**src/rtl/siteswap_sequencer_if.sv**
```systemverilog
// Pattern/beat inputs and per-beat throw outputs of the siteswap sequencer.
interface siteswap_sequencer_if #(
   parameter int MAX_LEN = 7
);
   logic                      new_beat;
   logic [MAX_LEN-1:0][2:0]   pattern_in;
   logic [2:0]                pattern_length;
   logic [2:0]                num_balls_in;
   logic                      pattern_valid_in;
   logic                      throw_valid_out;
   logic [2:0]                throw_ball_out;
   logic [2:0]                throw_height_out;
   logic                      throw_hand_out;
   logic [2:0]                beat_index_out;
   logic [7:0]                airborne_mask_out;
   logic                      running_out;
   logic                      error_out;

   modport master (
      output new_beat, pattern_in, pattern_length, num_balls_in, pattern_valid_in,
      input  throw_valid_out, throw_ball_out, throw_height_out, throw_hand_out,
             beat_index_out, airborne_mask_out, running_out, error_out
   );

   modport slave (
      input  new_beat, pattern_in, pattern_length, num_balls_in, pattern_valid_in,
      output throw_valid_out, throw_ball_out, throw_height_out, throw_hand_out,
             beat_index_out, airborne_mask_out, running_out, error_out
   );
endinterface

```
**src/rtl/siteswap_sequencer.sv**
```systemverilog
// Plays a ground-state siteswap beat by beat against an 8-slot landing schedule,
// flagging collisions and empty-hand faults.
module siteswap_sequencer #(
   parameter int MAX_LEN = 7,
   parameter int SLOTS   = 8
) (
   input  logic                  clk_in,
   input  logic                  rst_in,
   siteswap_sequencer_if.slave   bus
);
   typedef enum logic [1:0] {IDLE, RUN, ERR} state_t;

   state_t                  state_q, state_d;
   logic                    pv_q;
   logic [SLOTS-1:0]        sv_q, sv_d;
   logic [SLOTS-1:0][2:0]   sid_q, sid_d;
   logic [MAX_LEN-1:0][2:0] pat_q, pat_d;
   logic [2:0]              len_q, len_d, idx_q, idx_d;
   logic                    hand_q, hand_d;
   logic                    tv_q, tv_d, thand_q, thand_d, err_q, err_d;
   logic [2:0]              tb_q, tb_d, th_q, th_d, bidx_q, bidx_d;
   logic                    load, fault;
   logic [2:0]              h;

   assign load = bus.pattern_valid_in & ~pv_q;
   assign h    = pat_q[idx_q];

   always_comb begin
      state_d = state_q;
      sv_d    = sv_q;
      sid_d   = sid_q;
      pat_d   = pat_q;
      len_d   = len_q;
      idx_d   = idx_q;
      hand_d  = hand_q;
      tv_d    = 1'b0;
      tb_d    = tb_q;
      th_d    = th_q;
      thand_d = thand_q;
      bidx_d  = bidx_q;
      err_d   = err_q;
      fault   = 1'b0;
      if (load) begin
         pat_d  = bus.pattern_in;
         len_d  = bus.pattern_length;
         idx_d  = 3'd0;
         hand_d = 1'b0;
         if (bus.num_balls_in == 3'd0 || bus.pattern_length == 3'd0) begin
            state_d = ERR;
            err_d   = 1'b1;
            sv_d    = '0;
         end else begin
            state_d = RUN;
            err_d   = 1'b0;
            // Ground state: ball k lands k beats from now.
            for (int k = 0; k < SLOTS; k++) begin
               sv_d[k]  = (3'(k) < bus.num_balls_in);
               sid_d[k] = 3'(k);
            end
         end
      end else if (state_q == RUN) begin
         if (!bus.pattern_valid_in) begin
            state_d = IDLE;
            sv_d    = '0;
         end else if (bus.new_beat) begin
            // Collision test uses slot[h] before the shift.
            fault = (h == 3'd0) ? sv_q[0] : (!sv_q[0] || sv_q[h]);
            if (fault) begin
               state_d = ERR;
               err_d   = 1'b1;
            end else begin
               // Time advances on empty beats too, so the schedule always shifts.
               sv_d  = {1'b0, sv_q[SLOTS-1:1]};
               sid_d = {3'd0, sid_q[SLOTS-1:1]};
               if (h != 3'd0) begin
                  sv_d[h - 3'd1]  = 1'b1;
                  sid_d[h - 3'd1] = sid_q[0];
                  tv_d = 1'b1;
                  tb_d = sid_q[0];
               end
               th_d    = h;
               thand_d = hand_q;
               hand_d  = ~hand_q;
               bidx_d  = idx_q;
               idx_d   = (idx_q == len_q - 3'd1) ? 3'd0 : idx_q + 3'd1;
            end
         end
      end
   end

   always_ff @(posedge clk_in or negedge rst_in) begin
      if (!rst_in) begin
         state_q <= IDLE;
         pv_q    <= 1'b0;
         sv_q    <= '0;
         sid_q   <= '0;
         pat_q   <= '0;
         len_q   <= 3'd0;
         idx_q   <= 3'd0;
         hand_q  <= 1'b0;
         tv_q    <= 1'b0;
         tb_q    <= 3'd0;
         th_q    <= 3'd0;
         thand_q <= 1'b0;
         bidx_q  <= 3'd0;
         err_q   <= 1'b0;
      end else begin
         state_q <= state_d;
         pv_q    <= bus.pattern_valid_in;
         sv_q    <= sv_d;
         sid_q   <= sid_d;
         pat_q   <= pat_d;
         len_q   <= len_d;
         idx_q   <= idx_d;
         hand_q  <= hand_d;
         tv_q    <= tv_d;
         tb_q    <= tb_d;
         th_q    <= th_d;
         thand_q <= thand_d;
         bidx_q  <= bidx_d;
         err_q   <= err_d;
      end
   end

   assign bus.throw_valid_out   = tv_q;
   assign bus.throw_ball_out    = tb_q;
   assign bus.throw_height_out  = th_q;
   assign bus.throw_hand_out    = thand_q;
   assign bus.beat_index_out    = bidx_q;
   assign bus.airborne_mask_out = sv_q;
   assign bus.running_out       = (state_q == RUN);
   assign bus.error_out         = err_q;
endmodule
```
**src/flat_wrapper.sv**
```systemverilog
// flat-port wrapper written by rule: the top's interface ports become plain ports
module siteswap_sequencer_flat 
#(
   parameter int MAX_LEN = 7,
   parameter int SLOTS   = 8
)
  (clk_in, rst_in, bus_new_beat, bus_pattern_in, bus_pattern_length, bus_num_balls_in, bus_pattern_valid_in, bus_throw_valid_out, bus_throw_ball_out, bus_throw_height_out, bus_throw_hand_out, bus_beat_index_out, bus_airborne_mask_out, bus_running_out, bus_error_out);
  siteswap_sequencer_if #(.MAX_LEN(MAX_LEN)) bus_i ();
  input  logic clk_in;
  input  logic rst_in;
  input wire logic [$bits(bus_i.new_beat)-1:0] bus_new_beat;
  input wire logic [$bits(bus_i.pattern_in)-1:0] bus_pattern_in;
  input wire logic [$bits(bus_i.pattern_length)-1:0] bus_pattern_length;
  input wire logic [$bits(bus_i.num_balls_in)-1:0] bus_num_balls_in;
  input wire logic [$bits(bus_i.pattern_valid_in)-1:0] bus_pattern_valid_in;
  output wire logic [$bits(bus_i.throw_valid_out)-1:0] bus_throw_valid_out;
  output wire logic [$bits(bus_i.throw_ball_out)-1:0] bus_throw_ball_out;
  output wire logic [$bits(bus_i.throw_height_out)-1:0] bus_throw_height_out;
  output wire logic [$bits(bus_i.throw_hand_out)-1:0] bus_throw_hand_out;
  output wire logic [$bits(bus_i.beat_index_out)-1:0] bus_beat_index_out;
  output wire logic [$bits(bus_i.airborne_mask_out)-1:0] bus_airborne_mask_out;
  output wire logic [$bits(bus_i.running_out)-1:0] bus_running_out;
  output wire logic [$bits(bus_i.error_out)-1:0] bus_error_out;
  assign bus_i.new_beat = bus_new_beat;
  assign bus_i.pattern_in = bus_pattern_in;
  assign bus_i.pattern_length = bus_pattern_length;
  assign bus_i.num_balls_in = bus_num_balls_in;
  assign bus_i.pattern_valid_in = bus_pattern_valid_in;
  assign bus_throw_valid_out = bus_i.throw_valid_out;
  assign bus_throw_ball_out = bus_i.throw_ball_out;
  assign bus_throw_height_out = bus_i.throw_height_out;
  assign bus_throw_hand_out = bus_i.throw_hand_out;
  assign bus_beat_index_out = bus_i.beat_index_out;
  assign bus_airborne_mask_out = bus_i.airborne_mask_out;
  assign bus_running_out = bus_i.running_out;
  assign bus_error_out = bus_i.error_out;
  siteswap_sequencer #(.MAX_LEN(MAX_LEN), .SLOTS(SLOTS)) u_core (.clk_in(clk_in), .rst_in(rst_in), .bus(bus_i));
endmodule
```
**config.mk**
```make
export PLATFORM = sky130hd
export DESIGN_NAME = siteswap_sequencer_flat
export DESIGN_NICKNAME = d
export VERILOG_FILES = /design/src/rtl/siteswap_sequencer_if.sv /design/src/rtl/siteswap_sequencer.sv /design/src/flat_wrapper.sv
export SDC_FILE = /design/constraint.sdc
export NUM_CORES = 1
export LEC_CHECK = 0
export CAP_MARGIN = 15
export CORE_ASPECT_RATIO = 1.75
export CORE_UTILIZATION = 47
export DETAILED_ROUTE_END_ITERATION = 16
export MAX_ROUTING_LAYER = met4
export PLACE_DENSITY = 0.69
export SYNTH_ARGS = -nofsm -noshare
export SYNTH_HDL_FRONTEND = slang
export SYNTH_SLANG_ARGS = --single-unit
```
**constraint.sdc**
```tcl
create_clock -name clk_in -period 4.41 [get_ports clk_in]
set_input_delay 0.882 -clock clk_in [delete_from_list [all_inputs] [get_ports clk_in]]
set_output_delay 0.882 -clock clk_in [all_outputs]
set_load 0.005 [all_outputs]
```
Word-level counts from Yosys, hierarchy flattened:

Index checks and enable logic that the tools add are counted.

* logic and storage cells: 127
* register bits after elaboration: 75
* output and inout bits: 21
* input bits: 31

* reductions and logical operators: 19
* bitwise gates (word level): 6
* magnitude comparators: 12
* equality and inequality tests: 7
* mux-type cells: 53
* add/subtract/negate cells: 3

Operator list (count)
* $mux 24: 7
* $mux 8: 7
* $bwmux 24: 1
* $mux 3: 8
* $mux 1: 20
* $lt 3x3->1 const A: 4
* $lt 3x4->1 const B: 3
* $mux 2: 6
* $reduce_and 5->1: 2
* $bmux 3 s3: 1
* $demux 3 s3: 1
* $logic_not 3->1: 3
* $or 7x8->8: 1
* $reduce_and 4->1: 2
* $reduce_bool 2->1: 4
* $lt 1x3->1 const A: 2
* $lt 2x3->1 const A: 2
* $ne 3x2->1 const B: 2
* $reduce_and 3->1: 2
* $reduce_and 6->1: 1
* $sub 3x1->3 const B: 2
* $not 1->1: 4
* $add 3x1->3 const B: 1
* $bmux 1 s3: 1
* 12 further kinds: 13

Logic depth before layout (Yosys ltp):

Gate-level depths: netlist of run 1.

* word-level depth: 14
* gate-level depth with buffers: 15
* mapped depth without buffers: 12

Worst setup path after synthesis of run 1:

OpenSTA, ideal clock, no wires.

* kind: flip-flop to flip-flop
* start: register u_core.idx_q[0]
* end: register u_core.sv_q[0] (netlist: u_core.bus.airborne_mask_out[0])
* arrival time: 3.379 ns
* setup time: 0.125 ns
* slack: 0.906 ns
* period minus slack after synthesis: 3.504 ns
* required time: 4.285 ns
* stages on the path, launching flop included: 13
* buffers on the path: 1
* cells stage by stage: dfrtp_1 > buf_4 > mux2i_1 > a22o_1 > nor2_1 > inv_1 > ha_1 > ha_1 > a311o_1 > o41a_1 > nand2b_4 > a31oi_4 > mux2_2

* cells in the longest elaborated chain, start to end: 14
* elaborated cells between the ends (all ways): 23
* classes of those cells: add/sub: 1; order compare: 2; eq/ne: 1; mux: 13; bitwise: 1; reduce/logical: 5

RTL lines
* start: declaration: line siteswap_sequencer.sv:18 `logic [2:0] len_q, len_d, idx_q, idx_d;`
* start signal: assignment: line siteswap_sequencer.sv:114 `idx_q <= idx_d;`
* $bmux 3 s3 (*): line siteswap_sequencer.sv:26 `assign h = pat_q[idx_q];`
* $mux 3 (implied by the code) (*): line siteswap_sequencer.sv:26
* $sub 3x1->3: line siteswap_sequencer.sv:76 `sv_d[h - 3'd1] = 1'b1;`
* $lt 3x4->1 (implied by the code) / $ge 3x1->1 (equally long branches): line siteswap_sequencer.sv:76
* $logic_and 1x1->1 (implied by the code): line siteswap_sequencer.sv:76
* $mux 1 (implied by the code): line siteswap_sequencer.sv:76
* $demux 1 s3
* $or 7x8->8 (no line)
* $mux 8: line siteswap_sequencer.sv:75 `if (h != 3'd0) begin`
* $mux 8: line siteswap_sequencer.sv:68 `if (fault) begin`
* $mux 8: line siteswap_sequencer.sv:65 `end else if (bus.new_beat) begin`
* $mux 8: line siteswap_sequencer.sv:62 `if (!bus.pattern_valid_in) begin`
* $mux 8: line siteswap_sequencer.sv:61 `end else if (state_q == RUN) begin`
* $mux 8: line siteswap_sequencer.sv:43 `if (load) begin`
* end signal: assignment: line siteswap_sequencer.sv:110 `sv_q <= sv_d;`
* end: declaration: line siteswap_sequencer.sv:15 `logic [SLOTS-1:0] sv_q, sv_d;`

Every way passes the cells marked *; elsewhere a longest branch is shown, timed or not. The select of a mux whose other input is x is not followed.
A chain may end at the register's enable or synchronous reset.

Worst setup path in the final report of run 1:

* start: register u_core.idx_q[1]
* end: register u_core.sv_q[0] (netlist: u_core.bus.airborne_mask_out[0])

The elaborated chain is that of the path after synthesis.

==> summary.md, run 1 <==
| Metric | Value |
|---|---|
| Antenna violations before repair | 0 |
| CTS resizes | 0 |
| Final ANT Viol Nets | 0 |
| Clk pwr share | 31.7% |
| CTS buffer count | 9 |
| F_max | 0.240 GHz |
| Initial drt markers | 167 |
| Worst vdd ir | 0.237 mV |
| Worst path top cell family by delay | compound AO/OA/AOI/OAI gates |
| Maxcap violations | 0 |
| Worst-path maximum fanout | 12 |
| GRT overflow | 0 |
| Fin Setup TNS | 0 ns |
| Total wire length | 8530 µm |
| Total die area | 0.00838 mm² |
| Most frequent CP cell | ha_1 |
| Worst Hold Class | reg2reg |
| Worst-Margin Slew | 1.02 ns |
| # Post-CTS Setup Buffers | 0 |
| Number of synthesized register bits | 75 |
| Sequential share of the synthesized area | 49.9% |
| CP max stage cell | dfrtp_1 |
| Global-route wire length before repair | 14200 µm |
| Distinct cells, synth | 51 |
| Port-buffer cells | 51 |
| Core ar. | 0.00767 mm² |
| Max stage delay on crit path | 0.63 ns |
| Tmin final | 4.16 ns |
| Flop pwr share | 44.9% |
| Status | finished, final reports clean |
| CP Cell Sequence | mux2i_1 -> o211a_1 -> nor2_1 -> inv_1 -> ha_1 -> ha_1 -> a311o_1 -> o41a_1 -> nand2b_4 -> a31oi_4 -> mux2_2 |
| Die Wd | 69.6 µm |
| Crit path DAT | 4.37 ns |
| Diodes inserted | 0 |
| Reported leakage power | 2.08 nW |
| Clk buf depth | 2 |
| Tot Pwr | 2.04 mW |
| Cell total after placement | 507 |
| Routed WL per cell | 16.3 µm |
| Layout cells sized above 1 | 10.1% |
| Site row count | 42 |
| Pwr dens | 446 mW/mm² |
| Drt first pass iters | 4 |
| Bufs and invs on worst path | 1 |
| I/O Pins | 52 |
| Max transition margin | 31.0% |
| Crit Path Category | reg2reg |
| Post-synthesis area per instance | 9.74 µm² |
| Place WS | 0.274 ns |
| Worst clock skew | 0.00398 ns |
| GRT Overall Usage | 22.6% |
| Worst Path Required | 4.62 ns |
| Post-Syn Area | 0.00376 mm² |
| CTS tree | yes |
| DRC viols | 0 |
| Clock latency on the worst-skew pair | 0.33 ns |
| Hpwl dp | 6250 µm |
| Final Wtd Congestion | 0.888 |
| Fin nets | 465 |
| Pins Over Slew Limit | 0 |
| Asr flop ratio synth | 100% |
| Worst Setup End Kind | flip-flop |
| Yosys warnings | 0 |
| Sink Count | 75 |
| Vias/cell | 5.68 |
| Hold_buf cts | 0 |
| Routed via count | 2967 |
| Slack of the critical path | 0.251 ns |
| Design Area, Final | 0.00458 mm² |
| Post-synth EDFFs | 0 |
| Multi-input logic area | 0.00172 mm² |
| Largest net degree at the start of global routing | 76 |
| Final Hold Fails | 0 |
| Clock tree root buffer cell | clkbuf_16 |
| Placed Area | 0.00432 mm² |
| Cells after Synth | 386 |
| RSZ-0062 raised after global routing | no |
| # H-tree levels | 3 |
| Area growth syn-to-layout | 21.8% |
| Final std cells w/o fill | 522 |
| Net Switching | 598 µW |
| Flop-to-flop setup slack | 0.25 ns |
| Internal Pwr Total | 1.44 mW |
| Sequential cell area | 0.00188 mm² |
| Mapped Nets | 421 |
| Post-synth top flop | dfrtp_1 |
| Combinational share of power | 23.4% |
| Initial Util | 49.0% |
| Period utilisation layout | 94.3% |
| Setup-failing EPs final | 0 |
| Clock transition at path regs | 0.05 ns |
| Filler cells | 671 |
| Vias in the first global route | 2989 |
| Die Y | 120 µm |
| Sw frac | 29.3% |
| Crit path launch type | flip-flop |
path summary, 6_finish.rpt:
path,from,to,cells past startpoint
worst max-delay path,u_core.idx_q[1],u_core.bus.airborne_mask_out[0],11
worst min-delay path,u_core.pat_q[9],u_core.pat_q[9],2
worst max register to register,u_core.idx_q[1],u_core.bus.airborne_mask_out[0],11
worst min register to register,u_core.pat_q[9],u_core.pat_q[9],2
max in group asynchronous,rst_in,u_core.bus.beat_index_out[1],1
min in group asynchronous,rst_in,u_core.bus.error_out,1
layer usage:
layer  vias to the layer above  track usage, %  part of all wire (%)
li1                       1436               -                     -
met3                        24            3.42                   2.8
met4                         0            12.3                   3.2
met2                        77            40.2                    57
met5                         -               -                     0
met1                      1430            23.9                    37
cells in the final DEF (no fill, tap or decap), types with 5 or more instances in the layout:
cell / Yosys / routed
a21oi_1: 5 / 5
a31oi_1: 11 / 11
buf_4: 3 / 8
clkbuf_16: 0 / 9
clkdlybuf4s50_1: 0 / 50
dfrtp_1: 75 / 75
inv_1: 12 / 12
mux2_2: 16 / 16
mux2i_1: 28 / 28
nand2_1: 88 / 88
nand3_1: 9 / 9
nor2_1: 27 / 27
o211ai_1: 5 / 5
o21ai_0: 16 / 16
o31ai_1: 9 / 9
cell type report:
class / count / area share (%)
sequential: 75 / 41.0
multi-input combinational: 274 / 37.7
tap: 88 / 2.41
inverter: 12 / 0.984
timing repair buffer: 58 / 12.2
clock buffer: 12 / 5.38
clock inverter: 3 / 0.328
cells in the mapped netlist (3+ instances only):
cell type,count,area (µm²)
o21ai_0,16,80.1
buf_1,3,11.3
nor2_1,27,101
nand2_1,88,330
inv_1,12,45.0
nand3_1,9,45.0
a31oi_1,11,68.8
buf_4,3,22.5
dfrtp_1,75,1880
o211ai_1,5,37.5
a21oi_1,5,25.0
ha_1,4,50.1
a22oi_1,3,22.5
and2_1,3,18.8
clkbuf_1,15,56.3
mux2_2,16,180
mux2i_1,28,280
o31ai_1,9,67.6
nor2b_1,4,25.0
buf_2,3,15.0
xnor2_1,4,35.0
and3_1,4,25.0
a22o_1,4,35.0
nand3b_1,4,30.0
cell families after synthesis:
group	share of synthesized area, %
XOR/XNOR	0.932
buffers and inverters	4.29
AND/OR/NAND/NOR	17.8
flip-flops	49.9
multiplexers	12.2
AO/OA/AOI/OAI	13.4
adder cells (fa/ha/maj)	1.33
per-stage QoR:
stage                     hold WS, ns  util, %
after global placement          0.457     56.3
after floorplan                 0.445        -
after CTS                       0.475     59.7
final                           0.472     59.7
after detailed placement        0.461     56.3
after global routing            0.499     59.7
state kept, by name (all words and copies together) (netlist names):
signal and flops:
u_core.bus.throw_height_out 3, u_core.bus.throw_ball_out 3, u_core.state_q 2, u_core.bus.beat_index_out 3, u_core.pat_q 21, u_core.len_q 3, u_core.bus.airborne_mask_out 8, u_core.bus.throw_valid_out 1
u_core.bus.throw_hand_out 1, u_core.sid_q 24, u_core.hand_q 1, u_core.bus.error_out 1, u_core.idx_q 3, u_core.pv_q 1
worst min-delay path, cell delays in order (launching register included):
cell and delay, ns:
dfrtp_1 0.34, nand2_1 0.05, nand2_1 0.05
power groups by stage:
| stage | registers, mW | logic (mW) | clock network [mW] |
|---|---|---|---|
| 2_1_floorplan | 0.879 | 0.334 | 0 |
| 3_3_place_gp | 0.922 | 0.467 | 0 |
| 3_5_place_dp | 0.926 | 0.479 | 0 |
| 4_1_cts | 0.916 | 0.481 | 0.659 |
| 5_1_grt | 0.934 | 0.531 | 0.686 |
| 6_report | 0.917 | 0.477 | 0.646 |
No activity file was read; power rests on OpenSTA's default activity.
==> inputs of run 2 (changes only) <==
CORE_UTILIZATION = 45   (was 47)
PLACE_DENSITY = 0.67   (was 0.69)
==> run 2 against run 1 <==
The run now ends with DRC left. Non-clock buffer count fell by 1. Core utilization fell by 2.1 points. Highest routed layer unchanged. Power rose by 5.6%. Critical endpoint is now u_core.bus.airborne_mask_out[4]. Routed wire length rose by 1.4%.
==> summary.md, run 2 (synthesis results as in run 1) <==
| Metric | Value |
|---|---|
| Status | complete, but fails checks |
| Failing checks | DRC |
| Gr busiest metal | met2 |
| Worst-path maximum fanout | 12 (unchanged) |
| Pwr dens | 467 mW/mm² (+4.7%) |
| Worst hold margin | 0.476 ns (+0.00410 ns) |
| Final Hold Fails | 0 (unchanged) |
| Total wire length | 8650 µm (+1.4%) |
| Worst Setup End Kind | flip-flop |
| CTS buffer count | 9 (unchanged) |
| Commonest non-fill, non-tap cell in the layout | nand2_1 |
| Routed via count | 2969 (+0.067%) |
| Max reg flops | 24 (unchanged) |
| Final Wtd Congestion | 0.849 (-4.4%) |
| GRT overflow | 0 (unchanged) |
| Initial Util | 46.9% (-2.1 points) |
| Initial drt markers | 184 (+10%) |
| Drt first pass iters | 11 (+7) |
| CTS resizes | 0 (unchanged) |
| Worst-Margin Slew | 1.04 ns (+0.0201 ns) |
| Diodes inserted | 0 (unchanged) |
| Min-delay src | u_core.pat_q[10] |
| Most frequent cells in the layout | nand2_1, dfrtp_1, clkdlybuf4s50_1 |
| DRC viols | 2 (+2) |
| Largest net degree at the start of global routing | 76 (unchanged) |
| Die Wd | 71.1 µm (+2.1%) |
| Sink Count | 75 (unchanged) |
| Pins Over Slew Limit | 0 (unchanged) |
| Clock tree root buffer cell | clkbuf_16 |
| Vias in the first global route | 2900 (-3.0%) |
| Global Route met1 Usage | 25.9% (+2.0 points) |
| Layout cells sized above 1 | 10.4% (+0.23 points) |
| I/O Pins | 52 (unchanged) |
| Fin Setup TNS | 0 ns (unchanged) |
| Die Y | 123 µm (+2.2%) |
| Port-buffer cells | 51 (unchanged) |
| GRT Overall Usage | 22.7% (+0.097 points) |
| Filler cells | 716 (+6.7%) |
| Top reg by flops | u_core.sid_q |
| F_max | 0.247 GHz (+2.8%) |
| Period utilisation layout | 91.7% (-2.6 points) |
| Maxcap violations | 0 (unchanged) |
| # Post-CTS Setup Buffers | 0 (unchanged) |
| Grt met3 use | 4.24% (+0.82 points) |
| Crit Path Category | reg2reg |
| CP startpoint | u_core.idx_q[1] |
| Global-route wire length before repair | 14300 µm (+0.83%) |
| Clock latency on the worst-skew pair | 0.33 ns (about the same) |
| Reg2reg start | u_core.idx_q[1] |
| Worst vdd ir | 0.260 mV (+9.5%) |
| Tmin final | 4.05 ns (-0.113 ns) |
| Final core occ | 57.6% (-2.1 points) |
| CTS tree | yes |
| Worst Path Required | 4.62 ns (about the same) |
| M2 GR Usage | 37.6% (-2.7 points) |
| Area growth syn-to-layout | 22.8% |
| Core ar. | 0.00802 mm² (+4.5%) |
| Worst clock skew | 0.00475 ns (+0.000774 ns) |
| Site row count | 43 (+2.4%) |
| Antenna violations before repair | 0 (unchanged) |
| Hold_buf cts | 0 (unchanged) |
| # H-tree levels | 3 (unchanged) |
| Clk buf depth | 2 (unchanged) |
| Max transition margin | 29.6% (-1.4 points) |
| Crit path launch type | flip-flop |
| Hpwl dp | 6240 µm (-0.18%) |
| Fin nets | 464 (-0.22%) |
| Total die area | 0.00874 mm² (+4.3%) |
| Reported leakage power | 2.10 nW (+0.86%) |
| Vias/cell | 5.67 (-0.31%) |
| Routed WL per cell | 16.5 µm (+1.0%) |
| Crit path DAT | 4.26 ns (-0.11 ns) |
| Tot Pwr | 2.16 mW (+5.6%) |
| RSZ-0062 raised after global routing | no |
| Clock transition at path regs | 0.06 ns (about the same) |
| Setup-failing EPs final | 0 (unchanged) |
| Worst Hold Class | reg2reg |
| Final ANT Viol Nets | 0 (unchanged) |
==> run 2: cell count changes in the layout (fill, tap and decap cells not counted) <==
cell / previous run / this run
buf_4: 8 / 6
clkbuf_8: 1 / 0
clkinv_2: 3 / 4
bufinv_16: 0 / 2
clkbuf_1: 2 / 1
buf_2: 0 / 1
==> run 2: worst max-delay path, stage by stage, from the launching register on <==
cell      delay [ns]
dfrtp_1         0.55
nor2b_1         0.26
a22o_1          0.27
nor2_1          0.38
inv_1           0.17
ha_1            0.24
ha_1            0.26
a311o_1         0.31
o41a_1          0.54
nand2b_4        0.22
a31oi_4         0.34
mux2_2          0.38
==> run 2: report_power, final <==
| group | switching, mW | internal (mW) | total (mW) |
|---|---|---|---|
| logic | 0.240 | 0.239 | 0.479 |
| clock network | 0.269 | 0.491 | 0.759 |
| registers | 0.104 | 0.813 | 0.917 |
| total | 0.612 | 1.54 | 2.16 |
==> run 2: worst paths after layout <==
| kind | end | slack (ns) | depth (start not counted) |
|---|---|---|---|
| hold / removal | u_core.pat_q[10] | 0.48 | 2 |
| setup / recovery | u_core.bus.airborne_mask_out[4] | 0.36 | 11 |
| max in group asynchronous | u_core.hand_q | 3.00 | 2 |
| min in group asynchronous | u_core.pv_q | 0.75 | 2 |
| setup reg to reg | u_core.bus.airborne_mask_out[4] | 0.36 | 11 |
| hold reg to reg | u_core.pat_q[10] | 0.48 | 2 |
==> run 2: stage by stage <==
| stage | setup WS, ns | cell area (µm²) | std cells |
|---|---|---|---|
| 5_1_grt | 0.0399 | 4620 | 524 |
| 6_report | 0.365 | 4620 | 524 |
| 3_3_place_gp | 0.455 | 4310 | 508 |
| 2_1_floorplan | 0.906 | 3760 | 386 |
| 4_1_cts | 0.381 | 4620 | 524 |
| 3_5_place_dp | 0.398 | 4310 | 508 |
==> run 2: layout make-up <==
class                           instances  area, µm²  share of cell area, %
Sequential cell                        75       1880                   40.6
Multi-Input combinational cell        274       1720                   37.3
Timing Repair Buffer                   57        551                   11.9
Clock buffer                           10        229                   4.96
Tap cell                               90        113                   2.44
Clock inverter                          6       80.1                   1.73
Inverter                               12       45.0                  0.975
==> run 2: routing by layer <==
layer | vias up | part of all wire (%) | wire, µm
met4 | 0 | 3.9 | 337
met1 | 1427 | 39 | 3370
li1 | 1432 | - | -
met2 | 81 | 53 | 4620
met5 | - | 0 | 0
met3 | 29 | 3.7 | 317
